--- config.mk ---
export PLATFORM = sky130hd
export DESIGN_NAME = atan_lut
export DESIGN_NICKNAME = d
export VERILOG_FILES = /design/src/rtl/atan_lut.sv
export SDC_FILE = /design/constraint.sdc
export NUM_CORES = 1
export LEC_CHECK = 0
export CORE_ASPECT_RATIO = 0.7
export CORE_MARGIN = 4
export CORE_UTILIZATION = 38
export CTS_BUF_LIST = sky130_fd_sc_hd__clkbuf_16
export DETAILED_ROUTE_END_ITERATION = 7
export PLACE_DENSITY = 0.78
export SLEW_MARGIN = 20
export SYNTH_ARGS = -nofsm -noshare
export SYNTH_HDL_FRONTEND = slang
export SYNTH_SLANG_ARGS = --single-unit
--- constraint.sdc ---
create_clock -name clock -period 1.1 [get_ports clock]
set_input_delay 0.165 -clock clock [delete_from_list [all_inputs] [get_ports clock]]
set_output_delay 0.165 -clock clock [all_outputs]
set_load 0.02 [all_outputs]
--- src/rtl/atan_lut.sv ---
// rtl/atan_lut.sv - arctangent lookup table for the iterative CORDIC rotator
//
// Returns atan(2^-index) in radians as signed Q2.16 (LSB = 2^-16 rad).
// Ports:
//   clock          rising-edge clock for the registered outputs
//   reset_n        asynchronous active-low reset of the registered outputs
//   index          iteration number, unsigned 0..31
//   return_angle   combinational table entry for index (same cycle)
//   return_angle_q return_angle registered one cycle later
//   last_q         registered flag, set when the registered entry is 1 LSB

module atan_lut (
    input  logic        clock,
    input  logic        reset_n,
    input  logic [4:0]  index,
    output logic [17:0] return_angle,
    output logic [17:0] return_angle_q,
    output logic        last_q
);

    // Round-to-nearest of atan(2^-i) * 65536. Beyond index 16 the angle is
    // below half an LSB, so those entries are 0; this also keeps them from
    // ever matching the terminal value of 1.
    always_comb begin
        return_angle = 18'd0;
        case (index)
            5'd0:    return_angle = 18'd51472;
            5'd1:    return_angle = 18'd30386;
            5'd2:    return_angle = 18'd16055;
            5'd3:    return_angle = 18'd8150;
            5'd4:    return_angle = 18'd4091;
            5'd5:    return_angle = 18'd2047;
            5'd6:    return_angle = 18'd1024;
            5'd7:    return_angle = 18'd512;
            5'd8:    return_angle = 18'd256;
            5'd9:    return_angle = 18'd128;
            5'd10:   return_angle = 18'd64;
            5'd11:   return_angle = 18'd32;
            5'd12:   return_angle = 18'd16;
            5'd13:   return_angle = 18'd8;
            5'd14:   return_angle = 18'd4;
            5'd15:   return_angle = 18'd2;
            5'd16:   return_angle = 18'd1;
            default: return_angle = 18'd0;
        endcase
    end

    // Registered copy for pipelined consumers; last_q marks the final
    // useful iteration (entry of exactly 1 LSB).
    always_ff @(posedge clock or negedge reset_n) begin
        if (!reset_n) begin
            return_angle_q <= 18'd0;
            last_q         <= 1'b0;
        end else begin
            return_angle_q <= return_angle;
            last_q         <= (return_angle == 18'd1);
        end
    end

endmodule

# Word-level counts from Yosys, hierarchy flattened
# Memory sizes are Yosys's and may differ from the RTL's.
# Cells that the tools add are included.
op_classes:
  n_eq_ne: 1
ops:
  columns: ["operator", "count"]
  rows:
  - ["18-bit by 1-bit equality test with 1-bit output (second input constant)", 1]
totals:
  register_bits: 19
  mem_bits_ro: 512
  input_bits: 7
  out_inout_bits: 37
  elab_cells: 4
  mem_count: 1
memory_table:
  columns: ["name", "words", "width", "rd", "rd_clocked_by_memory_dff", "wr", "line", "text"]
  rows:
  - ["(name not given)", 32, 16, 1, 0, 0, "26", "case (index)"]

# Longest topological paths before layout
# An unclocked memory read counts as a cell.
logic_depth:
  word_depth: 2
  depth_mapped: 5
  mapped_depth_nobuf: 5

# Worst setup path after synthesis
# Ideal clock, no wire load.
synth_path:
  path_type: "input-to-reg"
  start: "input index[0]"
  end: "register return_angle_q[8]"
  setup_time_ps: 190
  t_arrival_ps: 1267
  required_ps: 910
  slack_ps: -357
  cell_stages: 5
  path_buffers: 0
  path_cell_list: "inv_1 -> ha_1 -> nor2_1 -> nor3_1 -> a211oi_1"
synth_between:
  elab_chain_cells: 1
synth_rtl:
  columns: ["item", "line", "text"]
  rows:
  - ["start, declared", "15", "input logic [4:0] index,"]
  - ["memory 32 x 16 bit", null, null]
  - ["net return_angle[8]", "16", "output logic [17:0] return_angle,"]
  - ["end signal, assigned", "55", "return_angle_q <= return_angle;"]
  - ["end, declared", "17", "output logic [17:0] return_angle_q,"]
# The timed path passes the listed nets, and every way through them passes these cells.

# Worst setup path after layout
layout_path:
  start: "input index[0]"
  end: "output return_angle[8]"
layout_between:
  elab_chain_cells: 1
layout_rtl:
  columns: ["item", "line"]
  rows:
  - ["memory 32 x 16 bit", null]
  - ["end, declared", "16"]
# Every way passes these cells.

==> summary.md <==
| Metric | Value |
|---|---|
| Status | finished, violations left |
| Failing checks | setup timing |
| Slowest cell on the critical path | ha_4 |
| Critical Path Max Stage Delay | 0.27 ns |
| Synth top area share | 52.07% |
| Synthesized area | around 820 um^2 |
| Yosys cell types | 23 |
| Area growth, synth to finish | 129.4% |
| CP Capture Type | primary output |
| Root buf cell | clkbuf_16 |
| Worst setup SP type | input port |
| Antenna Cells | 0 |
| Final Routed Wirelength | 4329 um |
| DP Worst Slack | -1.210 ns |
| DP HPWL | about 1900 um |
| CP max FO | 4 |
| Max frequency | 704.5 MHz |
| Final hold viol count | 0 |
| Synth async-reset ratio | between 90% and 100% |
| CTS buffer count | 3 |
| Top_reg_cell synth | dfrtp_1 |
| Pwr/cell area | 1102 nW/um^2 |
| Vias per cell | 5.522 |
| Largest net degree at the start of global routing | 18 |
| RSZ-0062 raised after global routing | yes |
| GRT Util Overall | 26.72% |
| Most frequent cell after synthesis | dfrtp_1 |
| Seq cells post-synth | 17 |
| Vias in the first global route | slightly above 1000 |
| Drt pass-1 iters | 4 |
| Cells along the critical path | buf_8 > clkinvlp_4 > ha_4 > nor2_4 > nor3_2 > a211oi_2 > buf_4 |
| First-pass GRT wire length | 5664 um |
| CTS Hold Bufs | 0 |
| Slew Limit Fails | 0 |
| Die Wd | 63.42 um |
| Initial antenna violation count | 0 |
| Drt drc | 0 |
| Initial core utilization | 41.86% |
| Count of input and output buffers | 39 |
| WP data required | 0.94 ns |
| Clock transition at path regs | ~0.06 ns |
| Die ar. | around 3000 um^2 |
| Sequential area share after synthesis | 52.07% |
| Cell Rows | 13 |
| PnR worst setup slack | -0.3195 ns |
| Clock sink count | 17 |
| Post-synth top area cell | dfrtp_1 |
| Routed via count | 1016 |
| Die Y | ~47 um |
| Final setup vio count | 17 |
| Final period util | 129.0% |
| Yosys warning total | 0 |
| Fin crit period | 1.419 ns |
| Mean Syn Cell Area | 10.61 um^2 |
| CTS tree | yes |
| Leakage | 0.9076 nW |
| DRT iter0 DRCs | 57 |
| Final Net Count | between 150 and 200 |
| I/O pin cnt | 44 |
| Share of layout cells above drive strength 1 | 74.69% |
| Maximum vdd drop | 1.460 mV |
| DRT antenna net count | 0 |
| WS Path Type | in2out |
| Hold Path Class | in2async |
| Max Cap Viol | 0 |
| EDFF count, synth | 0 |
| Max clock buf depth | 2 |
| Worst EP arrival | 1.25 ns |
| CP startpoint | index[0] |
| Gr ovfl total | 0 |
| Synth top area cells | dfrtp_1 (52%), ha_1 (11%), a211oi_1 (5.5%) |
| H-tree Lvls | 1 |
| Cells after Synth | 77 |
| Final Core Density | 96.03% |
| RePlAce Congestion | 0.8900 |
| WL per Instance | roughly 24 um |
| Synth top cells by count | dfrtp_1 (17), ha_1 (7), a211oi_1 (6), a21oi_1 (6), nor2_1 (6) |
| CORE AREA | 1952 um^2 |
[cell type report]
type                            count  area [um^2]
Tap cell                           22        27.53
Timing Repair Buffer               85        748.2
Sequential cell                    17        425.4
Fill cell                          37        77.57
Multi-Input combinational cell     53        573.1
Clock inverter                      1        5.005
Clock buffer                        3        75.07
Inverter                            3        20.02
[layer usage]
layer  vias to the layer above  part of all wire, %  wire length [um]  track usage, %
met5                         -                    0                 0               0
met2                        64                   52              2233           51.04
met1                       508                   38              1664           30.58
met3                        18                  6.0               260           6.220
met4                         0                  3.9               169           9.442
li1                        426                    -                 -               -
[final timing paths]
| check | to | slack [ns] |
|---|---|---|
| setup / recovery | return_angle[8] | -0.32 |
| hold / removal | return_angle_q[6]$_DFF_PN0_ | 0.26 |
| max in group asynchronous | return_angle_q[12]$_DFF_PN0_ | 0.65 |
| min in group clock | return_angle_q[12]$_DFF_PN0_ | 0.32 |
[through the flow]
step / power (W) / hold WS (ns) / cell area [um^2] / setup TNS [ns] / instances
after CTS: 0.001986 / 0.2467 / 1797 / -2.066 / 176
after floorplan: 0.0008970 / -0.1306 / 905.9 / -1.061 / 80
final: 0.002066 / 0.2559 / 1874 / -3.217 / 184
after detailed placement: 0.001138 / 0.5044 / 1441 / -23.83 / 156
after global placement: 0.001122 / 0.5029 / 1441 / -22.55 / 156
after global routing: 0.002142 / 0.2720 / 1874 / -3.778 / 184
[power breakdown]
part	internal [W]	switching [W]
clock network	0.000487	0.000258
registers	0.000656	0.0000118
logic	0.000300	0.000353
[kinds of logic after synthesis]
| logic type | after synthesis | share of synthesized area, % |
|---|---|---|
| compound gates | 19 | 14.09 |
| fa+ha+maj | 7 | 10.72 |
| buf+inv | 10 | 7.198 |
| flops | 17 | 52.07 |
| other cells | 1 | 0.4590 |
| simple gates | 23 | 15.47 |
[registers in the layout, summed over array words and instances (netlist names)]
name,flops
return_angle_q,16
last_q,1
[what timing repair did]
item                                    in CTS  in global routing
resized for setup                          182                 36
setup buffers                               18                  9
pin swaps                                   18                 13
endpoints found under the setup margin      49                 34
[cells in the final DEF (no fill, tap or decap), types with 2 or more instances in the layout]
cell type        Yosys  final
nand2_1              4      3
nor2_4               0      4
o21ai_2              0      3
buf_6                0     18
nor3_4               0      2
clkdlybuf4s15_1      0      8
ha_2                 0      3
a211oi_2             0      5
clkbuf_2             0      9
ha_4                 0      3
buf_8                0      6
conb_1               1      4
buf_4                4     42
nor3_2               0      2
dfrtp_1             17     17
inv_4                0      2
a21oi_2              0      5
clkbuf_16            0      3
nand2b_1             3      2
[critical path: cells and delay by family]
family | cells | cell delay (ns)
buf+inv | 3 | 0.43
fa+ha+maj | 1 | 0.27
compound gates | 1 | 0.24
simple gates | 2 | 0.14
(Power assumes the default switching activity.)
